==> config.mk <==
export PLATFORM = sky130hd
export DESIGN_NAME = nukv_rdcmd_arbiter
export DESIGN_NICKNAME = d
export VERILOG_FILES = /design/src/rtl/nukv_rdcmd_arbiter.sv
export SDC_FILE = /design/constraint.sdc
export NUM_CORES = 1
export LEC_CHECK = 0
export BUFFER_PORTS_ARGS = -buffer_cell sky130_fd_sc_hd__buf_2
export CORE_AREA = 5 5 643 645
export DETAILED_ROUTE_END_ITERATION = 8
export DIE_AREA = 0 0 648 650
export PLACE_DENSITY = 0.3
export SETUP_SLACK_MARGIN = 0.5
export SYNTH_ARGS = -nofsm -noshare
export SYNTH_HDL_FRONTEND = slang
export SYNTH_SLANG_ARGS = --single-unit
==> constraint.sdc <==
create_clock -name clk -period 5.1 [get_ports clk]
set_input_delay 1.275 -clock clk [delete_from_list [all_inputs] [get_ports clk]]
set_output_delay 1.275 -clock clk [all_outputs]
set_load 0.01 [all_outputs]
==> src/rtl/nukv_rdcmd_arbiter.sv <==
// nukv_rdcmd_arbiter: shares one memory read-command channel between two
// requesters and routes the in-order read responses back to their issuers.
//
// Ports:
//   clk, rst                         clock, synchronous active-high reset
//   req{0,1}_cmd_data/valid/last/ready  requester command streams (groups end on last)
//   mem_cmd_data/valid/ready         command channel to memory
//   mem_rsp_data/valid/ready         in-order response channel from memory
//   rsp{0,1}_data/valid/ready        responses demultiplexed per requester
//   outstanding                      commands issued and not yet answered
//   err_unexpected_rsp               sticky: response seen with nothing outstanding

// Generic synchronous FIFO, power-of-two depth, first-word-fall-through read.
// Latency: a pushed word is visible at pop_dat the cycle after the push.
// Backpressure: a push is taken only with a free slot or a same-cycle pop.
module nukv_fifo #(
    parameter int WIDTH     = 1,
    parameter int DEPTH_LOG = 5
) (
    input  logic                 clk,
    input  logic                 rst,
    input  logic                 push_vld,
    input  logic [WIDTH-1:0]     push_dat,
    output logic                 pop_vld,
    output logic [WIDTH-1:0]     pop_dat,
    input  logic                 pop_rdy,
    output logic [DEPTH_LOG:0]   count
);
    localparam int DEPTH = 1 << DEPTH_LOG;
    localparam logic [DEPTH_LOG:0] FULL_CNT = (DEPTH_LOG + 1)'(DEPTH);

    logic [WIDTH-1:0]     mem [DEPTH];
    logic [DEPTH_LOG-1:0] wr_ptr;
    logic [DEPTH_LOG-1:0] rd_ptr;
    logic [DEPTH_LOG:0]   cnt;
    logic                 do_push;
    logic                 do_pop;

    assign do_pop  = pop_rdy & (cnt != '0);
    // A pop in the same cycle frees the slot, so a full FIFO still takes a push.
    assign do_push = push_vld & ((cnt != FULL_CNT) | do_pop);

    always_ff @(posedge clk) begin
        if (rst) begin
            wr_ptr <= '0;
            rd_ptr <= '0;
            cnt    <= '0;
        end else begin
            if (do_push) wr_ptr <= wr_ptr + 1'b1;
            if (do_pop)  rd_ptr <= rd_ptr + 1'b1;
            case ({do_push, do_pop})
                2'b10:   cnt <= cnt + 1'b1;
                2'b01:   cnt <= cnt - 1'b1;
                default: cnt <= cnt;
            endcase
        end
    end

    always_ff @(posedge clk) begin
        if (do_push) mem[wr_ptr] <= push_dat;
    end

    assign pop_vld = (cnt != '0);
    assign pop_dat = mem[rd_ptr];
    assign count   = cnt;
endmodule

// Group-granular round-robin arbiter for memory read commands with tag-based response demux.
// Latency: grant decided one cycle after request (one idle bubble per group); responses pass combinationally.
// Backpressure: commands stall on mem_cmd_ready or a full tag FIFO; responses stall on the owner's rspN_ready.
module nukv_rdcmd_arbiter #(
    parameter int CMD_WIDTH     = 32,
    parameter int DATA_WIDTH    = 512,
    parameter int TAG_DEPTH_LOG = 5
) (
    input  logic                     clk,
    input  logic                     rst,

    input  logic [CMD_WIDTH-1:0]     req0_cmd_data,
    input  logic                     req0_cmd_valid,
    input  logic                     req0_cmd_last,
    output logic                     req0_cmd_ready,

    input  logic [CMD_WIDTH-1:0]     req1_cmd_data,
    input  logic                     req1_cmd_valid,
    input  logic                     req1_cmd_last,
    output logic                     req1_cmd_ready,

    output logic [CMD_WIDTH-1:0]     mem_cmd_data,
    output logic                     mem_cmd_valid,
    input  logic                     mem_cmd_ready,

    input  logic [DATA_WIDTH-1:0]    mem_rsp_data,
    input  logic                     mem_rsp_valid,
    output logic                     mem_rsp_ready,

    output logic [DATA_WIDTH-1:0]    rsp0_data,
    output logic                     rsp0_valid,
    input  logic                     rsp0_ready,

    output logic [DATA_WIDTH-1:0]    rsp1_data,
    output logic                     rsp1_valid,
    input  logic                     rsp1_ready,

    output logic [TAG_DEPTH_LOG:0]   outstanding,
    output logic                     err_unexpected_rsp
);
    localparam logic [TAG_DEPTH_LOG:0] FULL_CNT = (TAG_DEPTH_LOG + 1)'(1 << TAG_DEPTH_LOG);

    typedef enum logic [1:0] {
        ST_IDLE   = 2'd0,
        ST_GRANT0 = 2'd1,
        ST_GRANT1 = 2'd2
    } state_t;

    state_t state;
    state_t state_nxt;
    logic   prio;

    logic   cmd_fire;
    logic   cmd_last;
    logic   rsp_fire;
    logic   full;
    logic   has_tag;
    logic   head_tag;

    // Tag FIFO: one bit per outstanding command naming its requester.
    nukv_fifo #(
        .WIDTH     (1),
        .DEPTH_LOG (TAG_DEPTH_LOG)
    ) u_tag_fifo (
        .clk      (clk),
        .rst      (rst),
        .push_vld (cmd_fire),
        .push_dat (state == ST_GRANT1),
        .pop_vld  (has_tag),
        .pop_dat  (head_tag),
        .pop_rdy  (rsp_fire),
        .count    (outstanding)
    );

    // Response demux: the FIFO head names the owner of the response now on the bus.
    assign mem_rsp_ready = has_tag & (head_tag ? rsp1_ready : rsp0_ready);
    assign rsp0_valid    = mem_rsp_valid & has_tag & ~head_tag;
    assign rsp1_valid    = mem_rsp_valid & has_tag &  head_tag;
    assign rsp0_data     = mem_rsp_data;
    assign rsp1_data     = mem_rsp_data;
    assign rsp_fire      = mem_rsp_valid & mem_rsp_ready;

    // A response retiring this cycle frees a slot, so a full FIFO can still
    // accept a command in the same cycle.
    assign full = (outstanding == FULL_CNT) & ~rsp_fire;

    // State register; prio flips to the other requester at each group end.
    always_ff @(posedge clk) begin
        if (rst) begin
            state <= ST_IDLE;
            prio  <= 1'b0;
        end else begin
            state <= state_nxt;
            if (cmd_fire & cmd_last) prio <= (state == ST_GRANT0);
        end
    end

    // Next-state logic; the idle decision forwards nothing in that cycle.
    always_comb begin
        state_nxt = state;
        case (state)
            ST_IDLE: begin
                if (req0_cmd_valid & req1_cmd_valid)
                    state_nxt = prio ? ST_GRANT1 : ST_GRANT0;
                else if (req0_cmd_valid)
                    state_nxt = ST_GRANT0;
                else if (req1_cmd_valid)
                    state_nxt = ST_GRANT1;
            end
            ST_GRANT0, ST_GRANT1: begin
                if (cmd_fire & cmd_last) state_nxt = ST_IDLE;
            end
            default: state_nxt = ST_IDLE;
        endcase
    end

    // Output logic: granted requester is passed straight through to memory.
    always_comb begin
        mem_cmd_data   = '0;
        mem_cmd_valid  = 1'b0;
        req0_cmd_ready = 1'b0;
        req1_cmd_ready = 1'b0;
        cmd_last       = 1'b0;
        case (state)
            ST_GRANT0: begin
                mem_cmd_data   = req0_cmd_data;
                mem_cmd_valid  = req0_cmd_valid & ~full;
                req0_cmd_ready = mem_cmd_ready & ~full;
                cmd_last       = req0_cmd_last;
            end
            ST_GRANT1: begin
                mem_cmd_data   = req1_cmd_data;
                mem_cmd_valid  = req1_cmd_valid & ~full;
                req1_cmd_ready = mem_cmd_ready & ~full;
                cmd_last       = req1_cmd_last;
            end
            default: ;
        endcase
    end

    assign cmd_fire = mem_cmd_valid & mem_cmd_ready;

    // Sticky error; the stray response itself is never acknowledged.
    always_ff @(posedge clk) begin
        if (rst)
            err_unexpected_rsp <= 1'b0;
        else if (mem_rsp_valid & ~has_tag)
            err_unexpected_rsp <= 1'b1;
    end
endmodule
# Word level (Yosys, flattened, before mapping)
# Memory sizes are Yosys's and may differ from the RTL's. A register that Yosys moved wholly into a read port is not among the register bits.
# Cells that the tools add are included.
[op_classes]
addsub = 4
n_eq_ne = 8
muxes = 17
bitwise = 20
n_reduce_logical = 5
[ops]
columns = ["cell", "count"]
rows = [
  ["one-hot mux 32 bit (2 select lines)", 1],
  ["AND 1 bit", 15],
  ["one-hot mux 6 bit (2 select lines)", 1],
  ["adder 5 x 1 -> 5 bit, second input constant", 2],
  ["two-way mux 2 bit", 5],
  ["two-way mux 5 bit", 2],
  ["adder 6 x 1 -> 6 bit, second input constant", 1],
  ["equality test 6 bit, second input constant", 1],
  ["!= test 6 bit, second input constant", 1],
  ["nonzero test 6 bit", 1],
  ["subtractor 6 x 1 -> 6 bit, second input constant", 1],
  ["two-way mux 1 bit", 5],
  ["equality test 2 x 1 -> 1 bit, second input constant", 2],
  ["equality test 2 bit, second input constant", 2],
  ["!= test 4 bit, second input constant", 1],
  ["NOT 1 bit", 4],
  ["one-hot mux 1 bit (2 select lines)", 2],
  ["one-hot mux 2 bit (2 select lines)", 1],
  ["logical NOT 2 bit", 1],
  ["!= test 2 bit, second input constant", 1],
  ["AND reduction 2 bit", 1],
  ["nonzero test 2 bit", 1],
  ["OR reduction 2 bit", 1],
  ["OR 1 bit", 1],
]
[word_totals]
regBits = 20
ramBits = 32
mem_count = 1
[memory_table]
columns = ["name", "words", "width", "read_ports", "rd_ports_with_merged_regs", "wr", "line", "text"]
rows = [
  ["u_tag_fifo.mem", 32, 1, 1, 1, 1, "32", "logic [WIDTH-1:0] mem [DEPTH];"],
]

# Longest topological paths before layout
# Gate-level depths: netlist of the first run.
[depth]
word_depth = 12
ltp_mapped = 20

# Cells and area by module
# A second synthesis of the first run with hierarchy kept.
[unflattened]
cells_unflattened = 1347
hier_area_um2 = 11020.6
[by_module_without_submodules]
columns = ["mod", "n_inst", "cells_per_inst", "area_each_um2", "seq_area_each_um2"]
rows = [
  ["nukv_rdcmd_arbiter", 1, 1146, 8558.2, 80.1],
  ["nukv_fifo", 1, 201, 2462.4, 1381.3],
]

# Worst setup path before layout of the first run
# OpenSTA, ideal clock, no wires.
[synth_path]
path_type = "in2reg"
start = "in mem_cmd_ready"
end = "reg u_tag_fifo.cnt[4] (netlist: u_tag_fifo.count[4])"
setup_ns = 0.128
arrival_time_ns = 3.431
t_required_ns = 4.972
setup_slack_ns = 1.542
cell_stages = 13
path_buffers = 1
cell_sequence = "and2_1 nor3_2 nor2_4 inv_2 ha_1 buf_1 xor2_1 ha_1 a21oi_1 a32oi_1 a21oi_1 xnor2_1 nor2_1"
[synth_via]
elab_chain_len = 4
[synth_rtl]
columns = ["element", "line", "text"]
rows = [
  ["from (decl)", "91", "input logic mem_cmd_ready,"],
  ["AND 1 bit *", "208", "assign cmd_fire = mem_cmd_valid & mem_cmd_ready;"],
  ["AND 1 bit *", "41", "assign do_push = push_vld & ((cnt != FULL_CNT) | do_pop);"],
  ["equality test 2 x 1 -> 1 bit / equality test 2 bit (equally long branches)", "51", "case ({do_push, do_pop})"],
  ["one-hot mux 6 bit (2 select lines) / nonzero test 2 bit (equally long branches)", "n/a", ""],
  ["to (signal assigned)", "52", "2'b10: cnt <= cnt + 1'b1;"],
  ["to (signal assigned)", "53", "2'b01: cnt <= cnt - 1'b1;"],
  ["to (signal assigned)", "54", "default: cnt <= cnt;"],
  ["to (decl)", "35", "logic [DEPTH_LOG:0] cnt;"],
]
# Mark *: on every way between the ends. The rest lies on a longest branch, timed or not.
# A chain may end at the register's enable or synchronous reset.

==> flow_summary_export.csv, run 1 <==
group,metric,value,unit
floorplanning,start_util,2.73,%
outcome,status,"completed",
route,postRouteAntennaNets,0,
setup_path,cp_common_cell,"buf_4",
setup_path,cp-end-kind,"output pin",
setup_path,critPathTopFamily,"simple AND/OR/NAND/NOR gates",
clock_tree,clockRootBuffer,"clkbuf_16",
final_layout,area_delta_synth_final,-0.101,%
worst_hold_path,min-delay-start,"err_unexpected_rsp$_SDFFE_PP0P_",
power,power.leakage,1.89,nW
synthesis,netlist_area,11100,µm²
synthesis,netlist_instances,1379,
global_routing,met2_usage,17.4,%
synthesis,ys_ff_latch,57,
floorplanning,core-area,408000,µm²
sta,period_needed,4270,ps
setup_path,crit_required,3830,ps
global_routing,grt_pass1_wl,264,mm
floorplanning,ios,1655,
sta,rsz0062_at_grt,"false",
synthesis,synth_top_area_share,69.0,%
clock_tree,hold_buffers,0,
setup_path,cp.arrival,3000,ps
placed_design,port_buffers,118,
setup_path,path_max_fanout,15,
sta,fin_worst_skew,10.6,ps
route,vias,5707,
setup_path,crit_type,"reg -> out",
route,drt-pass1-iter-count,5,
clock_tree,cts_buffer_depth,2,
clock_tree,clk_pin_slew,50,ps
final_layout,layout-drive-gt1-share,32.5,%
clock_tree,cts_num_sinks,57,
worst_hold_path,min_path_type,"reg -> reg",
placed_design,hpwl,240,mm
floorplanning,fp.dieArea,421000,µm²
placed_design,place.gp.congestion,0.722,
sta,setup_viol,0,
floorplanning,die_x,648,µm
synthesis,synth_area_leaders,"buf_4, edfxtp_1, dfxtp_1",
setup_path,cp_slowest_stage_delay,440,ps
power,power_density,163,nW/µm²
sta,fin_tns_setup,0,ps
final_layout,antenna_cells,0,
global_routing,grt_use_met3,23.3,%
clock_tree,clock_latency,330,ps
sta,hold_slack,468,ps
route,drc,0,
route,wl_per_cell,41.9,µm
clock_tree,cts-resized-gates,0,
global_routing,grt_overflow,0,
clock_tree,post_cts_buffers,0,
setup_path,crit_path_start_kind,"register",
setup_path,crit_buf_inv,3,
route,vias_per_cell,0.963,
global_routing,grt_pass1_vias,5451,
synthesis,avgSynthCellArea,8.08,µm²
global_routing,grtUsageMet1,3.11,%
route,wl,248,mm
final_layout,nets,1069,
clock_tree,tritoncts,"yes",
sta,final_hold_viol_count,0,
clock_tree,h-tree-depth,3,
placed_design,pre_cts_ws,1040,ps
sta,tightest_slew,1030,ps
synthesis,synth_cell_types,48,
sta,clock.fmax,0.234,GHz
global_routing,top_usage_layer,"met3",
global_routing,grt_max_degree,36,
synthesis,synthFlopType,"edfxtp_1",
synthesis,synth_edf_count,32,
setup_path,slowest_stage,"nor3_2",
clock_tree,cts_buffers,9,
flow_run,cap_violations,0,
placed_design,place_inst,5912,
synthesis,yosysTopAreaCell,"buf_4",
power,ir_worst_vdd,0.150,mV
final_layout,final_cells,5928,
global_routing,antenna_found_initial,2,
final_layout,num-fill-cells,48800,
synthesis,synth_seq_area_share,13.1,%
synthesis,async_reset_ff_share,0,%
sta,slew-limit-headroom,31.3,%
synthesis,syn-num-nets,1976,
global_routing,track_usage,11.2,%
setup_path,path_cells,"buf_4 > mux2i_1 > a22oi_1 > and3_1 > a31oi_1 > a21oi_2 > nor3_2 > nor2b_1 > buf_4 > buf_2",
floorplanning,dieHeight,650,µm
sta,fin_crit_sh,83.8,%
synthesis,yosysWarnings,0,
sta,drv_slew,0,
floorplanning,rows,235,
sta,finalWorstSetupSlack,825,ps
route,drtIter0Drc,432,
-- stage by stage --
step / cell area, µm² / total power [mW] / util, %
after floorplan: 11100 / 1.75 / -
after global placement: 10800 / 1.23 / 2.66
after detailed placement: 10800 / 1.23 / 2.66
after CTS: 11100 / 1.85 / 2.73
after global routing: 11100 / 1.90 / 2.73
final: 11100 / 1.81 / 2.73
-- layout by cell type (no fill, tap or decap), types with 3 or more instances in the layout --
cell type,instances
o21ai_0,9
dfxtp_1,25
or3_1,4
nand2_1,14
nor2b_1,46
nor3b_1,5
and3_1,28
xnor2_1,5
nand3_1,7
ha_1,10
buf_2,118
mux2_2,3
and2_1,4
buf_4,9
nor2_1,23
nor3_1,3
clkbuf_16,9
edfxtp_1,32
mux2i_1,20
a22oi_1,37
nand2b_1,5
xor2_1,5
inv_1,7
a21oi_1,13
-- sequential cells by signal (all words and copies together), names as in the netlist, named ones only --
| register | count |
|---|---|
| err_unexpected_rsp | 1 |
| prio | 1 |
| state | 2 |
| u_tag_fifo.count | 6 |
| u_tag_fifo.mem | 32 |
| u_tag_fifo.rd_ptr | 5 |
| u_tag_fifo.wr_ptr | 5 |
-- cells by family (layout without fill, tap and decap cells) --
logic type / Yosys count / in the layout / share of synthesized area, %
buf+inv: 1053 / 151 / 70.2
simple gates: 147 / 147 / 7.62
compound gates: 78 / 78 / 4.92
flops: 57 / 57 / 13.1
mux: 23 / 23 / 2.10
fa+ha+maj: 11 / 11 / 1.24
xor+xnor: 10 / 10 / 0.786
-- worst paths after layout --
path,end,slack (ps),cells past startpoint
max reg2reg,u_tag_fifo.count[4]$_SDFFE_PP0P_,1030,18
max,req0_cmd_ready,830,10
min,err_unexpected_rsp$_SDFFE_PP0P_,470,2
min reg2reg,err_unexpected_rsp$_SDFFE_PP0P_,470,2
-- routing by layer --
metal  vias to the layer above  part of all wire (%)
met1                      2198                   9.6
met5                         -                  0.14
li1                       1533                     -
met4                        10                   3.0
met3                       249                    44
met2                      1717                    44
-- area by class of cell --
class	instances	area, µm²	share of cell area, %
multi-input combinational	269	1860	16.7
timing repair buffer	127	658	5.92
sequential	57	1460	13.1
tap	5451	6820	61.3
inverter	8	30.0	0.270
clock inverter	5	55.1	0.495
clock buffer	11	243	2.18
-- synth_stat cells (4+ instances only) --
library cell and n:
a21oi_1 13, a22oi_1 37, and2_1 4, and3_1 28, buf_4 1024, clkbuf_1 17, dfxtp_1 25, edfxtp_1 32
ha_1 11, inv_1 7, mux2i_1 20, nand2_1 14, nand2b_1 5, nand3_1 7, nor2_1 23, nor2b_1 46
nor3b_1 5, o21ai_0 9, or3_1 4, xnor2_1 5, xor2_1 5
-- worst register-to-register path: cells and delay by family (launching register included) --
family / cells / cell delay, ps
compound gates: 6 / 1140
simple gates: 5 / 820
fa+ha+maj: 2 / 690
buf+inv: 2 / 410
flops: 1 / 350
xor+xnor: 2 / 280
mux: 1 / 260
-- report_power, final --
| group | switching [mW] | internal (mW) |
|---|---|---|
| combinational | 0.418 | 0.239 |
| sequential | 0.0192 | 0.526 |
| clock | 0.217 | 0.389 |
Note: power is estimated with default switching activity, not from simulation.
==> run 2: changes to the inputs <==
==> constraint.sdc (replaced) <==
create_clock -name clk -period 4.2 [get_ports clk]
set_input_delay 1.05 -clock clk [delete_from_list [all_inputs] [get_ports clk]]
set_output_delay 1.05 -clock clk [all_outputs]
set_load 0.01 [all_outputs]
==> run 2 against run 1 <==
Compared with the run above: die area is the same; combinational power grew 23%; total power is 18% higher; non-clock buffer count up 8; worst setup slack worse by 170 ps; largest cell class unchanged; largest power group unchanged; highest routed layer unchanged.
==> flow_summary_export.csv, run 2 (synthesis gave the netlist of run 1 again) <==
group,metric,value,unit
sta,drv_slew,0,
final_layout,final_common_cell,"buf_2",
sta,clock.fmax,0.282,GHz
floorplanning,die_x,648,µm
worst_hold_path,min_path_cells,2,
sta,period_needed,3550,ps
clock_tree,cts_buffers,9,
global_routing,grt_max_degree,67,
clock_tree,cts_num_sinks,57,
route,drtIter0Drc,438,
setup_path,crit_required,3150,ps
sta,final_hold_viol_count,0,
route,postRouteAntennaNets,0,
final_layout,layout-drive-gt1-share,34.2,%
route,vias,5769,
sta,slew-limit-headroom,42.8,%
final_layout,largest_register,"u_tag_fifo.mem",
final_layout,seq_area,1470,µm²
setup_path,path_max_fanout,4,
setup_path,regToRegEndpoint,"u_tag_fifo.count[4]$_SDFFE_PP0P_",
sta,fin_tns_setup,0,ps
global_routing,antenna_found_initial,3,
worst_hold_path,min_path_type,"reg -> reg",
clock_tree,clk_pin_slew,50,ps
clock_tree,cts_buffer_depth,2,
power,power.leakage,1.92,nW
final_layout,num-fill-cells,48900,
route,vias_per_cell,0.972,
setup_path,path_cells,"or4_1 > nor2_1 > nand2_1 > and2_1 > nor3_2 > buf_4 > nor2b_1 > buf_2",
sta,finalWorstSetupSlack,653,ps
power,power_density,191,nW/µm²
placed_design,place.gp.congestion,0.725,
setup_path,reg2reg_depth,16,
setup_path,crit_type,"reg -> out",
final_layout,final_cell_mix,"buf_2, nor2b_1, a22oi_1",
floorplanning,start_util,2.73,%
placed_design,port_buffers,118,
setup_path,cp-end-kind,"output pin",
sta,fin_crit_sh,84.5,%
setup_path,timing.reg2reg.setup_slack,850,ps
route,wl,248,mm
clock_tree,post_cts_buffers,0,
placed_design,hpwl,240,mm
floorplanning,dieHeight,650,µm
final_layout,largest_register_ffs,32,
clock_tree,hold_buffers,0,
setup_path,cp.arrival,2500,ps
clock_tree,clock_latency,330,ps
setup_path,crit_path_start_kind,"register",
floorplanning,ios,1655,
sta,rsz0062_at_grt,"false",
flow_run,cap_violations,0,
setup_path,slowest_stage,"or4_1",
clock_tree,clockRootBuffer,"clkbuf_16",
power,ir_worst_vdd,0.168,mV
final_layout,nets,1077,
sta,tightest_slew,856,ps
outcome,status,"completed",
floorplanning,core-area,408000,µm²
setup_path,reg2reg_from,"u_tag_fifo.count[1]$_SDFFE_PP0P_",
setup_path,cp_slowest_stage_delay,580,ps
worst_hold_path,hold-path-endpoint,"err_unexpected_rsp$_SDFFE_PP0P_",
global_routing,track_usage,11.2,%
route,wl_per_cell,41.8,µm
route,drt-pass1-iter-count,5,
global_routing,grt_pass1_vias,5451,
route,drc,0,
floorplanning,rows,235,
clock_tree,tritoncts,"yes",
sta,fin_worst_skew,5.45,ps
final_layout,area_delta_synth_final,0.393,%
final_layout,multiInputGateArea,1870,µm²
worst_hold_path,min-delay-start,"err_unexpected_rsp$_SDFFE_PP0P_",
global_routing,grt_pass1_wl,264,mm
global_routing,grt_overflow,0,
floorplanning,fp.dieArea,421000,µm²
placed_design,pre_cts_ws,490,ps
clock_tree,h-tree-depth,3,
sta,setup_viol,0,
-- run 2: cell types whose count changed in the layout (fill, tap and decap cells not counted), moves of 2 or more --
cell	delta
buf_4	+8
clkinv_1	+2
clkinv_2	-2
clkinv_4	+2
diode_2	+2
-- run 2: stage by stage --
stage                     hold WS (ps)  instance area (µm²)  total power [mW]  util (%)  cells
after global placement             447                10900              1.49      2.67   5920
final                              463                11200              2.13      2.74   5938
after CTS                          472                11200              2.17      2.74   5936
after global routing               518                11200              2.25      2.74   5937
after floorplan                    464                11100              2.12         -   1379
after detailed placement           457                10900              1.49      2.67   5920
-- run 2: routing by layer --
metal  GRT usage (%)  wire length, µm  up-vias  share of wire [%]
met5            1.04              632        -               0.25
met4            2.66             7180       14                2.9
met3            23.1           108000      249                 43
met2            17.4           109000     1716                 44
met1            3.17            24200     2241                9.7
li1                -                -     1549                  -
-- run 2: worst max-delay path by stage --
stage                                           from                                to  cells past startpoint
detailed placement                          register  u_tag_fifo.count[4]$_SDFFE_PP0P_                     17
finish              u_tag_fifo.count[1]$_SDFFE_PP0P_                    req0_cmd_ready                      8
global route        u_tag_fifo.count[1]$_SDFFE_PP0P_  u_tag_fifo.count[4]$_SDFFE_PP0P_                     16
floorplan                      state[0]$_SDFFE_PP0P_  u_tag_fifo.count[4]$_SDFFE_PP0P_                     16
global placement                            register  u_tag_fifo.count[4]$_SDFFE_PP0P_                     17
CTS                                         register                    req0_cmd_ready                      9
-- run 2: area by class of cell --
type / instances / share of cell area (%)
inverters: 8 / 0.269
multi-input cells: 269 / 16.7
clock inverters: 7 / 0.425
flip-flops and latches: 57 / 13.1
well taps: 5451 / 61.0
diodes: 2 / 0.0448
repair buffers: 135 / 6.42
clock buffers: 9 / 2.01
-- run 2: report_power, final --
group | total, mW | switching, mW | leakage (nW) | internal [mW]
logic | 0.806 | 0.511 | 1.30 | 0.295
clock network | 0.668 | 0.272 | 0.123 | 0.396
registers | 0.658 | 0.0198 | 0.497 | 0.639
-- run 2: worst max-delay path, delay by kind of cell, from the launching register on --
family | cells | cell delay (ps)
buffers and inverters | 2 | 410
DFF | 1 | 300
and+or+nand+nor | 6 | 1440
-- run 2: what timing repair did --
| item | 4_1_cts | 5_1_grt |
|---|---|---|
| gates cloned | 0 | 0 |
| gates resized for setup | 1 | 5 |
| endpoints found under the hold margin | 0 | 0 |
| endpoints found under the setup margin | 5 | 7 |
==> run 3: changes to the inputs <==
==> constraint.sdc (replaced) <==
create_clock -name clk -period 3.3 [get_ports clk]
set_input_delay 0.825 -clock clk [delete_from_list [all_inputs] [get_ports clk]]
set_output_delay 0.825 -clock clk [all_outputs]
set_load 0.01 [all_outputs]
==> run 3 against run 2 <==
Compared with the run above: design area grew 3.0%; combinational power grew 39%; register-to-register slack lost 570 ps; first-iteration DRC count grew 18%; routed wire length grew 1.5%; worst setup slack lost 460 ps; die area is the same; cell count grew 0.19%; critical path depth grew 2; critical path type unchanged; largest power group unchanged; highest routed layer unchanged.
==> flow_summary_export.csv, run 3 (synthesis gave the netlist of run 1 again) <==
group,metric,value,unit
final_layout,final_cells,5949,
global_routing,grt_max_degree,39,
sta,setup_viol,0,
route,drt-pass1-iter-count,5,
route,vias,5758,
sta,rsz0062_at_grt,"true",
final_layout,multiInputGateArea,2020,µm²
setup_path,cp_slowest_stage_delay,380,ps
global_routing,grt_pass1_vias,5424,
final_layout,num-fill-cells,48800,
final_layout,layout-drive-gt1-share,40.4,%
setup_path,crit_type,"reg -> out",
setup_path,timing.reg2reg.setup_slack,280,ps
setup_path,critPathTopFamily,"simple AND/OR/NAND/NOR gates",
final_layout,largest_register_ffs,32,
final_layout,fin_area,11500,µm²
sta,final_hold_viol_count,0,
floorplanning,core-area,408000,µm²
setup_path,reg2reg_depth,17,
setup_path,crit_path_start_kind,"register",
setup_path,path_cells,"buf_6 > mux2i_2 > nand2_1 > and3_4 > a31oi_4 > a21oi_4 > nor3_4 > buf_6 > nor2b_1 > buf_2",
global_routing,antenna_found_initial,3,
global_routing,track_usage,11.4,%
placed_design,port_buffers,118,
worst_hold_path,min_path_cells,2,
clock_tree,clockRootBuffer,"clkbuf_16",
outcome,status,"completed",
sta,hold_slack,472,ps
setup_path,cp_common_cell,"buf_6",
sta,slew-limit-headroom,63.9,%
route,drc,0,
clock_tree,cts_buffer_depth,2,
placed_design,placed_area,11000,µm²
final_layout,seq_area,1470,µm²
sta,fin_crit_sh,94.1,%
worst_hold_path,min_path_type,"reg -> reg",
power,power_density,257,nW/µm²
clock_tree,clock_latency,330,ps
floorplanning,rows,235,
worst_hold_path,hold-path-endpoint,"err_unexpected_rsp$_SDFFE_PP0P_",
floorplanning,ios,1655,
setup_path,regToRegEndpoint,"u_tag_fifo.count[2]$_SDFFE_PP0P_",
sta,fin_worst_skew,7.29,ps
setup_path,cp.arrival,2280,ps
power,power.leakage,2.04,nW
clock_tree,cts_num_sinks,57,
sta,period_needed,3110,ps
flow_run,cap_violations,0,
placed_design,hpwl,243,mm
sta,clock.fmax,0.322,GHz
clock_tree,clk_pin_slew,50,ps
clock_tree,cts_buffers,9,
floorplanning,dieHeight,650,µm
final_layout,largest_register,"u_tag_fifo.mem",
placed_design,pre_cts_ws,93.5,ps
setup_path,path_max_fanout,6,
sta,tightest_slew,537,ps
floorplanning,start_util,2.73,%
clock_tree,tritoncts,"yes",
clock_tree,h-tree-depth,3,
route,wl,252,mm
worst_hold_path,min-delay-start,"err_unexpected_rsp$_SDFFE_PP0P_",
floorplanning,die_x,648,µm
setup_path,crit_required,2470,ps
sta,finalWorstSetupSlack,194,ps
sta,drv_slew,0,
route,wl_per_cell,42.4,µm
route,postRouteAntennaNets,0,
final_layout,nets,1089,
final_layout,final_common_cell,"buf_2",
floorplanning,fp.dieArea,421000,µm²
sta,fin_tns_setup,0,ps
final_layout,area_delta_synth_final,3.42,%
final_layout,final_cell_mix,"buf_2, nor2b_1, a22oi_1",
route,drtIter0Drc,515,
route,vias_per_cell,0.968,
global_routing,grt_overflow,0,
setup_path,slowest_stage,"dfxtp_4",
setup_path,cp-end-kind,"output pin",
global_routing,grt_pass1_wl,268,mm
setup_path,crit_buf_inv,3,
placed_design,place.gp.congestion,0.709,
power,ir_worst_vdd,0.188,mV
clock_tree,hold_buffers,0,
placed_design,place_inst,5924,
run 3: changes by cell type in the layout (fill, tap and decap cells not counted), moves of 3 or more:
cell | before | now
buf_6 | 0 | 7
buf_4 | 17 | 21
a21oi_1 | 13 | 10
a22oi_1 | 37 | 34
a22oi_2 | 0 | 3
run 3: layout make-up:
cell class	count	share of cell area, %
sequential	57	12.7
multi-input combinational	269	17.6
timing repair buffer	147	7.44
tap	5451	59.2
clock buffer	11	2.02
antenna	1	0.0217
clock inverter	5	0.706
inverter	8	0.282
run 3: what timing repair did:
action,in CTS,in global routing
setup buffers,2,6
pin swaps,13,5
endpoints found under the hold margin,0,0
setup endpoints to repair,16,15
gates resized for setup,22,19
run 3: worst min-delay path, cell delays in order (launching register included):
cell,delay [ps]
dfxtp_1,330
a21oi_1,40
nor2_1,70
run 3: where the power goes:
part           switching, mW  internal, mW
Combinational          0.670         0.446
Clock                  0.346         0.661
Sequential            0.0287         0.812
run 3: worst max path at each step:
stage / to / slack (ps) / cells after the start
CTS: req0_cmd_ready / 100 / 10
global placement: u_tag_fifo.count[4]$_SDFFE_PP0P_ / 100 / 18
detailed placement: u_tag_fifo.count[4]$_SDFFE_PP0P_ / 90 / 18
global route: u_tag_fifo.count[4]$_SDFFE_PP0P_ / 50 / 18
floorplan: u_tag_fifo.count[4]$_SDFFE_PP0P_ / 270 / 19
finish: req1_cmd_ready / 190 / 10
run 3: routing by layer:
metal  GRT usage [%]  vias to the layer above  wire, µm
met5            1.69                        -       979
met1            3.08                     2158     23900
met4            2.90                       18      7590
li1                -                     1576         -
met2            17.4                     1768    109000
met3            23.9                      238    111000
run 3: per-stage QoR:
step	util [%]	power, mW
2_1_floorplan	-	2.72
3_3_place_gp	2.69	1.92
3_5_place_dp	2.69	1.92
4_1_cts	2.79	2.97
5_1_grt	2.83	3.13
6_report	2.83	2.96
